$ cat config.mk
export PLATFORM = sky130hd
export DESIGN_NAME = dmem_arbiter
export DESIGN_NICKNAME = d
export VERILOG_FILES = /design/src/rtl/dmem_arb_pkg.sv /design/src/rtl/arb_starve_ctr.sv /design/src/rtl/dmem_arbiter.sv
export SDC_FILE = /design/constraint.sdc
export NUM_CORES = 1
export LEC_CHECK = 0
export BUFFER_PORTS_ARGS = -buffer_cell sky130_fd_sc_hd__buf_2
export CORE_AREA = 2 2 232 234
export DETAILED_ROUTE_END_ITERATION = 6
export DIE_AREA = 0 0 234 236
export PLACE_DENSITY = 0.32
export SLEW_MARGIN = 20
export SYNTH_ARGS = -nofsm -noshare
export SYNTH_HDL_FRONTEND = slang
export SYNTH_HIERARCHICAL = 1
export SYNTH_SLANG_ARGS = --single-unit
$ cat constraint.sdc
create_clock -name clk -period 5.2 [get_ports clk]
set_clock_uncertainty 0.05 [all_clocks]
set_input_delay 0.26 -clock clk [delete_from_list [all_inputs] [get_ports clk]]
set_output_delay 0.26 -clock clk [all_outputs]
set_load 0.02 [all_outputs]
$ cat src/rtl/dmem_arb_pkg.sv
// Shared types for the data-memory arbiter: arbiter state, read-return owner
// and the starvation counter width.
package dmem_arb_pkg;

  localparam int STARVE_W = 8;

  typedef enum logic {
    NORMAL,
    FORCE_D
  } arb_state_e;

  typedef enum logic [1:0] {
    OWN_NONE,
    OWN_C,
    OWN_D
  } rd_owner_e;

endpackage

$ cat src/rtl/arb_starve_ctr.sv
// Counts consecutive cycles in which the debug port is denied and requests a
// single forced debug slot once the limit is reached.
module arb_starve_ctr
  import dmem_arb_pkg::*;
#(
  parameter int STARVE_MAX = 4
) (
  input  logic       clk,
  input  logic       reset,
  input  logic       d_req,
  input  logic       d_gnt,
  input  arb_state_e state,
  output logic       force_next
);

  localparam logic [STARVE_W-1:0] LIMIT = STARVE_W'(STARVE_MAX - 1);

  logic [STARVE_W-1:0] starve_q, starve_d;

  // Any grant, idle debug port or forced cycle clears the run of denials.
  always_comb begin
    starve_d   = '0;
    force_next = 1'b0;
    if (state == NORMAL && d_req && !d_gnt) begin
      if (starve_q == LIMIT) begin
        force_next = 1'b1;
      end else begin
        starve_d = starve_q + STARVE_W'(1);
      end
    end
  end

  always_ff @(posedge clk) begin
    if (reset) begin
      starve_q <= '0;
    end else begin
      starve_q <= starve_d;
    end
  end

endmodule

$ cat src/rtl/dmem_arbiter.sv
// Shares the single data-memory port between the core (C, fixed priority) and
// the debug master (D), with forced debug slots, read-return routing and a
// saturating conflict counter.
module dmem_arbiter
  import dmem_arb_pkg::*;
#(
  parameter int N          = 64,
  parameter int STARVE_MAX = 4,
  parameter int CNT_W      = 16
) (
  input  logic             clk,
  input  logic             reset,
  input  logic             c_req,
  input  logic             c_we,
  input  logic [N-1:0]     c_addr,
  input  logic [N-1:0]     c_wdata,
  output logic             c_gnt,
  output logic             c_stall,
  output logic             c_rvalid,
  output logic [N-1:0]     c_rdata,
  input  logic             d_req,
  input  logic             d_we,
  input  logic [N-1:0]     d_addr,
  input  logic [N-1:0]     d_wdata,
  output logic             d_gnt,
  output logic             d_rvalid,
  output logic [N-1:0]     d_rdata,
  output logic [N-1:0]     mem_addr,
  output logic [N-1:0]     mem_writeData,
  output logic             mem_writeEnable,
  output logic             mem_readEnable,
  input  logic [N-1:0]     mem_readData,
  output logic [CNT_W-1:0] conflicts
);

  arb_state_e       state_q, state_d;
  rd_owner_e        rd_owner_q, rd_owner_d;
  logic [CNT_W-1:0] conflicts_q, conflicts_d;
  logic             force_next;

  arb_starve_ctr #(
    .STARVE_MAX(STARVE_MAX)
  ) u_starve (
    .clk       (clk),
    .reset     (reset),
    .d_req     (d_req),
    .d_gnt     (d_gnt),
    .state     (state_q),
    .force_next(force_next)
  );

  // Grants come straight from the requests; nothing is granted during reset.
  always_comb begin
    c_gnt = 1'b0;
    d_gnt = 1'b0;
    if (!reset) begin
      if (state_q == FORCE_D) begin
        d_gnt = d_req;
        c_gnt = c_req & ~d_req;
      end else begin
        c_gnt = c_req;
        d_gnt = d_req & ~c_req;
      end
    end
  end

  assign c_stall = ~reset & c_req & ~c_gnt;

  always_comb begin
    mem_addr        = c_addr;
    mem_writeData   = c_wdata;
    mem_writeEnable = c_gnt & c_we;
    mem_readEnable  = c_gnt & ~c_we;
    if (d_gnt) begin
      mem_addr        = d_addr;
      mem_writeData   = d_wdata;
      mem_writeEnable = d_we;
      mem_readEnable  = ~d_we;
    end
  end

  // A forced slot lasts exactly one cycle whatever the requests do.
  always_comb begin
    state_d = NORMAL;
    if (state_q == NORMAL && force_next) begin
      state_d = FORCE_D;
    end
  end

  always_comb begin
    rd_owner_d = OWN_NONE;
    if (c_gnt && !c_we) begin
      rd_owner_d = OWN_C;
    end else if (d_gnt && !d_we) begin
      rd_owner_d = OWN_D;
    end
  end

  always_comb begin
    conflicts_d = conflicts_q;
    if (c_req && d_req && !(&conflicts_q)) begin
      conflicts_d = conflicts_q + CNT_W'(1);
    end
  end

  always_ff @(posedge clk) begin
    if (reset) begin
      state_q     <= NORMAL;
      rd_owner_q  <= OWN_NONE;
      conflicts_q <= '0;
    end else begin
      state_q     <= state_d;
      rd_owner_q  <= rd_owner_d;
      conflicts_q <= conflicts_d;
    end
  end

  // A read issued just before reset must not surface while reset is held.
  always_comb begin
    c_rvalid = ~reset & (rd_owner_q == OWN_C);
    d_rvalid = ~reset & (rd_owner_q == OWN_D);
    c_rdata  = c_rvalid ? mem_readData : '0;
    d_rdata  = d_rvalid ? mem_readData : '0;
  end

  assign conflicts = conflicts_q;

endmodule

Word-level counts from Yosys, hierarchy flattened
Index checks and enable logic that the tools add are counted.

Bits in registers: 27. Output and inout bits: 279. Logic and storage cells: 55.

$add $sub $neg: 2. Eq/ne operators: 3. Mux-type cells: 15. Bitwise logic cells: 16. Reduce and logical (&&, ||, !) cells: 14.

Operator list (number): 2-to-1 mux 64 bit (4); adder 16 x 1 -> 16 bit (second input constant) (1); AND reduction 16 bit (1); 2-to-1 mux 1 bit (10); adder 8 x 1 -> 8 bit (second input constant) (1); bitwise AND 1 bit (8); equality test 8 x 2 -> 1 bit (second input constant) (1); inverter 1 bit (8); logical AND 1 bit (7); logical NOT 1 bit (4); OR reduction 3 bit (1); equality test 2 x 1 -> 1 bit (second input constant) (1); equality test 2 bit (second input constant) (1); 2-to-1 mux 2 bit (1); OR reduction 2 bit (1).

Logic depth before layout (Yosys ltp)
Gate-level depths: netlist of run 1.

Depth in word-level cells: 9. Gate-level depth with buffers: 8. Gate-level depth less buffers: 6.

Cells and area by module
The synthesis of run 1 kept the hierarchy.

By module, submodules not included: dmem_arbiter (instances 1, cells each 397, area each 3339.5 sq um); arb_starve_ctr (instances 1, cells each 39, area each 364.1 sq um).

Worst setup path before layout of run 1
No wires, ideal clock.

Path type: register to register. Start point: register state_q. End point: register u_starve.starve_q[5]. Setup time: 0.070 ns. Data arrival time: 1.954 ns. Required time: 5.080 ns. Slack: 3.127 ns. Stages on the path, launching flop included: 9. Buffers on the path: 2. Clock period less this slack: 2.073 ns. Path through: dfxtp_1 nand2b_1 nand3b_1 clkbuf_1 buf_2 inv_1 nor4b_1 a21bo_2 a21oi_1.

Cells in the longest elaborated chain, start to end: 6. Elaborated cells on any way between the ends: 8. Classes of those cells: 2 x mux; 2 x bitwise; 4 x reduce/logical.

Ends and longest elaborated chain: start, declared (line dmem_arbiter.sv:36) `arb_state_e state_q, state_d;`; start signal, assigned (line dmem_arbiter.sv:112) `state_q <= state_d;`; 2-to-1 mux 1 bit (line dmem_arbiter.sv:57) `if (state_q == FORCE_D) begin`; 2-to-1 mux 1 bit (line dmem_arbiter.sv:56) `if (!reset) begin`; named net d_gnt (line dmem_arbiter.sv:25) `output logic d_gnt,`; logical NOT 1 bit (line arb_starve_ctr.sv:24) `if (state == NORMAL && d_req && !d_gnt) begin`; logical AND 1 bit (line arb_starve_ctr.sv:24); inverter 1 bit (no line); OR reduction 3 bit (no line); end signal, assigned (line arb_starve_ctr.sv:37) `starve_q <= starve_d;`; end, declared (line arb_starve_ctr.sv:18) `logic [STARVE_W-1:0] starve_q, starve_d;`.

The timed path passes the listed nets, and every way through them passes these cells. A chain may end at the register's enable or synchronous reset.

Worst setup path in the final report of run 1
Start point: register state_q. End point: output mem_addr[62].

Cells in the longest elaborated chain, start to end: 3.

Ends and longest elaborated chain: 2-to-1 mux 1 bit (line dmem_arbiter.sv:57); 2-to-1 mux 1 bit (line dmem_arbiter.sv:56); 2-to-1 mux 64 bit (line dmem_arbiter.sv:74) `if (d_gnt) begin`; end, declared (line dmem_arbiter.sv:28) `output logic [N-1:0] mem_addr,`.

Every way passes these cells.

==> results.json, run 1 <==
{
  "status": "completed",
  "clk_latency_ns": 0.27,
  "nFillCells": 6149,
  "area_growth_pct": 106,
  "io_buffers": 604,
  "numCtsBuffers": 3,
  "vias": 5676,
  "yosysMostFrequentCell": "mux2_2",
  "die-area_um2": 55200,
  "max_cap_violations": 0,
  "final-hold-violation-count": 0,
  "synth_cells": 436,
  "first_pass_iters": 4,
  "clock_sinks": 27,
  "routedWlPerCell_um": 18.7,
  "synth-seq-cells": 27,
  "max_freq_ghz": 0.344,
  "initial_core_util_pct": 6.98,
  "die_h_um": 236,
  "cpPeakStageDelay_ns": 0.65,
  "crit_chain": "nand2b_1, nand3b_1, buf_12, mux2_2, buf_2",
  "fin_nets": 1345,
  "clock_path_buffers": 2,
  "slew_viol_final": 0,
  "crit_slowest_cell": "nand3b_1",
  "tns_ns": 0,
  "synthTopCellsByCount": "131 x mux2_2, 129 x and2_1, 27 x dfxtp_1",
  "critPathRequiredTime_ns": 4.89,
  "synth_nets": 764,
  "min_period_over_period_pct": 55.9,
  "overflow": 0,
  "hold_start": "c_we",
  "grt_pass1_vias": 5504,
  "yosys-top-cells-area": "mux2_2 40%, and2_1 22%, dfxtp_1 15%",
  "tritoncts": "built",
  "ys.flop_type": "dfxtp_1",
  "drc_errors": 0,
  "synth_edf_count": 0,
  "die_w_um": 234,
  "cts_root_buffer": "clkbuf_16",
  "hold_slack_ns": 0.131,
  "p_leak_nw": 4.06,
  "grt_max_degree": 78,
  "gp_congestion": 0.913,
  "wl_mm": 32.1,
  "worstMarginPinSlew_ns": 1.02,
  "vias_per_cell": 3.31,
  "drtAntennaViolNets": 0,
  "num_io_pins": 605,
  "fin_crit_ns": 2.91,
  "m1WireLength_mm": 13.5,
  "r2r_start": "state_q$_SDFF_PP0_",
  "gr-usage-all-layers_pct": 10.9,
  "slew_headroom_pct": 31.5,
  "clkTransAtPathRegs_ns": 0.06,
  "ir_drop_uv": 98.0,
  "fp-row-count": 85,
  "postLayoutCellArea_um2": 7620,
  "crit_type": "register to primary output",
  "synthesis.area_um2": 3700,
  "hp-class": "primary input to register",
  "synth_cell_types": 40,
  "grt_pass1_wl_mm": 42.7,
  "cts.repair.resized": 0,
  "hold_buffers": 0,
  "setup_viol": 0,
  "rsz0062_at_grt": "false",
  "arrival_ns": 2.60,
  "ctsHtreeMaxLevel": 1,
  "dpl-instance-area_um2": 7530,
  "cp_max_fo": 77,
  "startpoint_type": "register",
  "p_per_area_nw_per_um2": 117,
  "startpoint": "state_q$_SDFF_PP0_",
  "drive_gt1_share_pct": 74.3,
  "antenna_found_initial": 28,
  "seq_area_frac_synth_pct": 14.6,
  "end_kind": "primary output",
  "met2_length_mm": 15.9,
  "dp_hpwl_mm": 28.9,
  "avgSynthCellArea_um2": 8.49,
  "ys_warn_count": 6,
  "synthArstFlopShare_pct": 0,
  "synth_area_leader_cell": "mux2_2",
  "wl_met3_mm": 2.35,
  "drt_iter0_markers": 177,
  "core_area_um2": 53100,
  "yosys.area.top_type_share_pct": 39.8,
  "post-cts-setup-buffer-count": 0,
  "top_layer_used": "met5"
}
final timing paths:
check	to	slack [ns]	depth (start not counted)
min reg2reg	u_starve/starve_q[0]$_SDFF_PP0_	0.43	1
min	rd_owner_q[0]$_SDFF_PP0_	0.13	2
max reg2reg	u_starve/starve_q[6]$_SDFF_PP0_	2.75	6
max	mem_addr[62]	2.29	5
metrics by stage:
stage / cells / total power, mW / setup slack [ns] / util, %
global placement: 1708 / 0.721 / 2.33 / 14.2
global route: 1712 / 0.941 / 2.08 / 14.3
finish: 1715 / 0.890 / 2.29 / 14.4
floorplan: 436 / 0.451 / 3.13 / -
CTS: 1712 / 0.908 / 2.18 / 14.3
detailed placement: 1708 / 0.718 / 2.25 / 14.2
layout make-up:
| cell class | count | area (µm²) | area share, % |
|---|---|---|---|
| repair buffers | 608 | 3080 | 40.4 |
| clock buffers | 4 | 78.8 | 1.03 |
| multi-input cells | 370 | 3020 | 39.6 |
| well taps | 696 | 871 | 11.4 |
| flip-flops and latches | 27 | 541 | 7.09 |
| inverters | 7 | 26.3 | 0.345 |
| diodes | 3 | 7.51 | 0.0985 |
placed cells by master, fill, tap and decap left out, types with 2 or more instances in the layout:
| cell | count |
|---|---|
| buf_2 | 604 |
| mux2_2 | 131 |
| and2_1 | 129 |
| dfxtp_1 | 27 |
| nor2_1 | 16 |
| a21oi_1 | 10 |
| nand2_1 | 9 |
| o21ai_0 | 9 |
| or3_1 | 8 |
| inv_1 | 7 |
| nand3_1 | 7 |
| nor4_1 | 5 |
| diode_2 | 3 |
| nand4_2 | 3 |
| xor2_1 | 3 |
| nor2b_1 | 3 |
| nor3_1 | 3 |
| mux2i_1 | 3 |
| clkbuf_16 | 3 |
| nand3b_1 | 2 |
| nor3b_2 | 2 |
| nor3b_1 | 2 |
| o31ai_1 | 2 |
| or4_1 | 2 |
| and3_1 | 2 |
| ha_1 | 2 |
| buf_12 | 2 |
| buf_4 | 2 |
| nor4b_1 | 2 |
flip-flops by register name (all words and copies together) (netlist names):
signal / flops
conflicts: 16
u_starve/starve_q: 8
rd_owner_q: 2
state_q: 1
logic make-up (layout without fill, tap and decap cells):
kind of cell    after synthesis  after routing  share of synthesized area, %
mux                         134            134                          40.6
fa+ha+maj                     2              2                         0.676
xor+xnor                      4              4                         0.946
other cells                   0              3                             0
buf+inv                      39            619                          4.32
compound gates               28             28                          5.10
flops                        27             27                          14.6
simple gates                202            202                          33.7
metal layers:
metal,GRT usage (%),up-vias
li1,-,2682
met3,2.28,51
met2,19.3,317
met5,0,-
met1,14.0,2614
met4,0.901,12
critical path, delay by kind of cell (launching register included):
family	cells	cell delay (ns)
multiplexers	1	0.42
flip-flops	1	0.37
buffers and inverters	2	0.60
AND/OR/NAND/NOR	2	0.82
report_power, final:
group	total (mW)	internal (mW)	switching (mW)
Combinational	0.495	0.219	0.275
Clock	0.184	0.105	0.0787
Sequential	0.212	0.209	0.00265
Total	0.890	0.534	0.356
(Power assumes the default switching activity.)
==> inputs of run 2 (changes only) <==
--- a/config.mk
+++ b/config.mk
@@ -5,10 +5,11 @@
 export SDC_FILE = /design/constraint.sdc
 export NUM_CORES = 1
 export LEC_CHECK = 0
+export ABC_AREA = 1
 export BUFFER_PORTS_ARGS = -buffer_cell sky130_fd_sc_hd__buf_2
-export CORE_AREA = 2 2 232 234
+export CORE_AREA = 2 2 236 238
 export DETAILED_ROUTE_END_ITERATION = 6
-export DIE_AREA = 0 0 234 236
+export DIE_AREA = 0 0 238 240
 export PLACE_DENSITY = 0.32
 export SLEW_MARGIN = 20
 export SYNTH_ARGS = -nofsm -noshare
==> constraint.sdc (replaced) <==
create_clock -name clk -period 2.9 [get_ports clk]
set_clock_uncertainty 0.05 [all_clocks]
set_input_delay 0.145 -clock clk [delete_from_list [all_inputs] [get_ports clk]]
set_output_delay 0.145 -clock clk [all_outputs]
set_load 0.02 [all_outputs]
==> run 2 against run 1 <==
Compared with the run above: worst setup slack got worse by 1.6 ns; cell count rose by 25%; register-to-register slack got worse by 1.6 ns; first-iteration DRC count rose by 8.5%; wire length rose by 6.3%; die area rose by 3.4%; clock power rose by 79%; critical path depth did not move; synthesized cell count rose by 100%; non-clock buffer count rose by 4; area after synthesis rose by 5.8%; flip-flop and latch count did not move; critical endpoint is now mem_addr[52].
==> results.json, run 2 <==
{
  "status": "completed",
  "largest_reg_flops": 16,
  "routedWlPerCell_um": 15.9,
  "multiInputGateArea_um2": 2770,
  "first_pass_iters": 4,
  "drc_errors": 0,
  "r2r_start": "conflicts[0]$_SDFFE_PP0P_",
  "clock_path_buffers": 2,
  "rr_endpoint": "conflicts[13]$_SDFFE_PP0P_",
  "grt_pass1_wl_mm": 44.6,
  "post-cts-setup-buffer-count": 0,
  "ys_warn_count": 6,
  "seq_area_frac_synth_pct": 13.8,
  "p_per_area_nw_per_um2": 219,
  "antenna_found_initial": 3,
  "area_growth_pct": 99.1,
  "final-hold-violation-count": 0,
  "yosysMostFrequentCell": "nand2_1",
  "clock_sinks": 27,
  "diodes": 0,
  "setup_viol": 0,
  "overflow": 0,
  "min_period_over_period_pct": 77.0,
  "yosys.area.top_type_share_pct": 43.1,
  "cts.repair.resized": 0,
  "tns_ns": 0,
  "arrival_ns": 2.04,
  "grt_pass1_vias": 6475,
  "wl_mm": 34.2,
  "max_cap_violations": 0,
  "cp_max_fo": 107,
  "combPwrFrac_pct": 58.4,
  "p_leak_nw": 5.14,
  "die_h_um": 240,
  "crit_chain": "o211ai_4, buf_12, nand2_1, nand2_1, buf_2",
  "startpoint_type": "register",
  "ys.flop_type": "dfxtp_1",
  "fin_nets": 1773,
  "dp_hpwl_mm": 30.5,
  "ctsHtreeMaxLevel": 1,
  "numCtsBuffers": 3,
  "die_w_um": 238,
  "io_buffers": 604,
  "end_kind": "primary output",
  "die-area_um2": 57100,
  "critPathRequiredTime_ns": 2.71,
  "drive_gt1_share_pct": 44.0,
  "synth_area_leader_cell": "nand2_1",
  "hold_start": "d_we",
  "holdPathEnd": "rd_owner_q[1]$_SDFF_PP0_",
  "pwr-share-seq_pct": 22.2,
  "crit_path_frequent_cell": "nand2_1",
  "rsz0062_at_grt": "false",
  "gr-usage-all-layers_pct": 10.8,
  "drt_iter0_markers": 192,
  "ir_drop_uv": 190,
  "max_freq_ghz": 0.448,
  "fp-row-count": 86,
  "nFillCells": 6590,
  "tritoncts": "built",
  "synthArstFlopShare_pct": 0,
  "critPathBufInv": 2,
  "synth_cells": 872,
  "gp_congestion": 0.794,
  "rrSetupSlack_ns": 1.19,
  "netSwitchingPower_mw": 0.789,
  "pwr-share-clk_pct": 19.3,
  "register_area_um2": 541,
  "layout_common_cells": "603 x buf_2, 450 x nand2_1, 184 x nor2_1, 102 x inv_1, 27 x dfxtp_1",
  "clkTransAtPathRegs_ns": 0.06,
  "sw_frac_of_total_pct": 46.3,
  "vias": 7075,
  "drtAntennaViolNets": 0,
  "grt_max_degree": 117,
  "synth-seq-cells": 27,
  "initial_core_util_pct": 7.17,
  "synth_edf_count": 0,
  "core_area_um2": 54700,
  "internal-power_mw": 0.916,
  "hp-class": "primary input to register",
  "hold_depth": 2,
  "hold_slack_ns": 0.0177,
  "vias_per_cell": 3.29,
  "synthTopCellsByCount": "450 x nand2_1, 184 x nor2_1, 102 x inv_1",
  "slew_headroom_pct": 53.9,
  "avgSynthCellArea_um2": 4.49,
  "num_io_pins": 605,
  "slew_viol_final": 0,
  "hold_buffers": 0,
  "crit_family": "buffers and inverters",
  "crit_type": "register to primary output",
  "setup_ws_ns": 0.668,
  "worstMarginPinSlew_ns": 0.692,
  "yosys-top-cells-area": "nand2_1 43%, nor2_1 18%, dfxtp_1 14%",
  "fin_crit_ns": 2.23,
  "clk_latency_ns": 0.27,
  "reg2reg_depth": 6,
  "dp_worst_setup_slack_ns": 0.913,
  "cpPeakStageDelay_ns": 0.35,
  "synthesis.area_um2": 3920,
  "layout_commonest_cell": "buf_2",
  "synth_cell_types": 25,
  "crit_slowest_cell": "dfxtp_1",
  "cts_root_buffer": "clkbuf_16",
  "synth_nets": 1200
}
==> run 2: changes by cell type after synthesis, moves of 8 or more <==
| cell | previous run | this run |
|---|---|---|
| o21ai_0 | 9 | 0 |
| or3_1 | 8 | 0 |
| inv_1 | 7 | 102 |
| buf_2 | 11 | 34 |
| mux2_2 | 131 | 0 |
| and2_1 | 129 | 0 |
| nor2_1 | 16 | 184 |
| nand3_1 | 7 | 23 |
| nand2_1 | 9 | 450 |
==> run 2: layout make-up <==
| type | instances | share of cell area, % |
|---|---|---|
| well taps | 704 | 11.3 |
| repair buffers | 612 | 40.0 |
| multi-input cells | 694 | 35.6 |
| clock buffers | 4 | 1.01 |
| inverters | 107 | 5.18 |
| flip-flops and latches | 27 | 6.93 |
==> run 2: routing by layer <==
layer / share of wire [%] / track usage, %
met1: 41 / 12.6
met5: 0.13 / 0
met2: 50 / 19.8
met3: 8.4 / 3.40
met4: 0.82 / 1.34
==> run 2: worst max path at each step <==
stage	startpoint	endpoint	slack (ns)	cells past startpoint
after global placement	reset	c_rdata[11]	0.94	7
after detailed placement	reset	c_rdata[14]	0.91	7
after floorplan	rd_owner_q[0]$_SDFF_PP0_	d_rdata[10]	1.12	4
after CTS	state_q$_SDFF_PP0_	mem_addr[60]	0.69	5
final	state_q$_SDFF_PP0_	mem_addr[52]	0.67	5
after global routing	state_q$_SDFF_PP0_	mem_addr[61]	0.56	5
==> run 2: kinds of logic (layout without fill, tap and decap cells) <==
family,count (synthesis),after routing,share of synthesized area (%)
adders and majority gates,2,2,0.639
DFF,27,27,13.8
and+or+nand+nor,676,676,67.2
buffers and inverters,151,723,15.7
AOI/OAI and AO/OA,14,14,2.14
xor gates and xnor gates,2,2,0.447
==> run 2: power groups by stage <==
stage	sequential (mW)	combinational, mW	clock (mW)
final	0.379	0.996	0.329
after detailed placement	0.388	1.02	0
after global placement	0.388	1.02	0
after floorplan	0.389	0.445	0
after global routing	0.380	1.08	0.365
after CTS	0.379	1.03	0.349
==> run 2: per-stage QoR <==
stage | power, mW | cells | util, % | instance area (µm²)
6_report | 1.70 | 2148 | 14.3 | 7800
5_1_grt | 1.83 | 2148 | 14.3 | 7800
4_1_cts | 1.75 | 2148 | 14.3 | 7800
3_5_place_dp | 1.41 | 2144 | 14.1 | 7720
3_3_place_gp | 1.41 | 2144 | 14.1 | 7720
2_1_floorplan | 0.835 | 872 | - | 3920
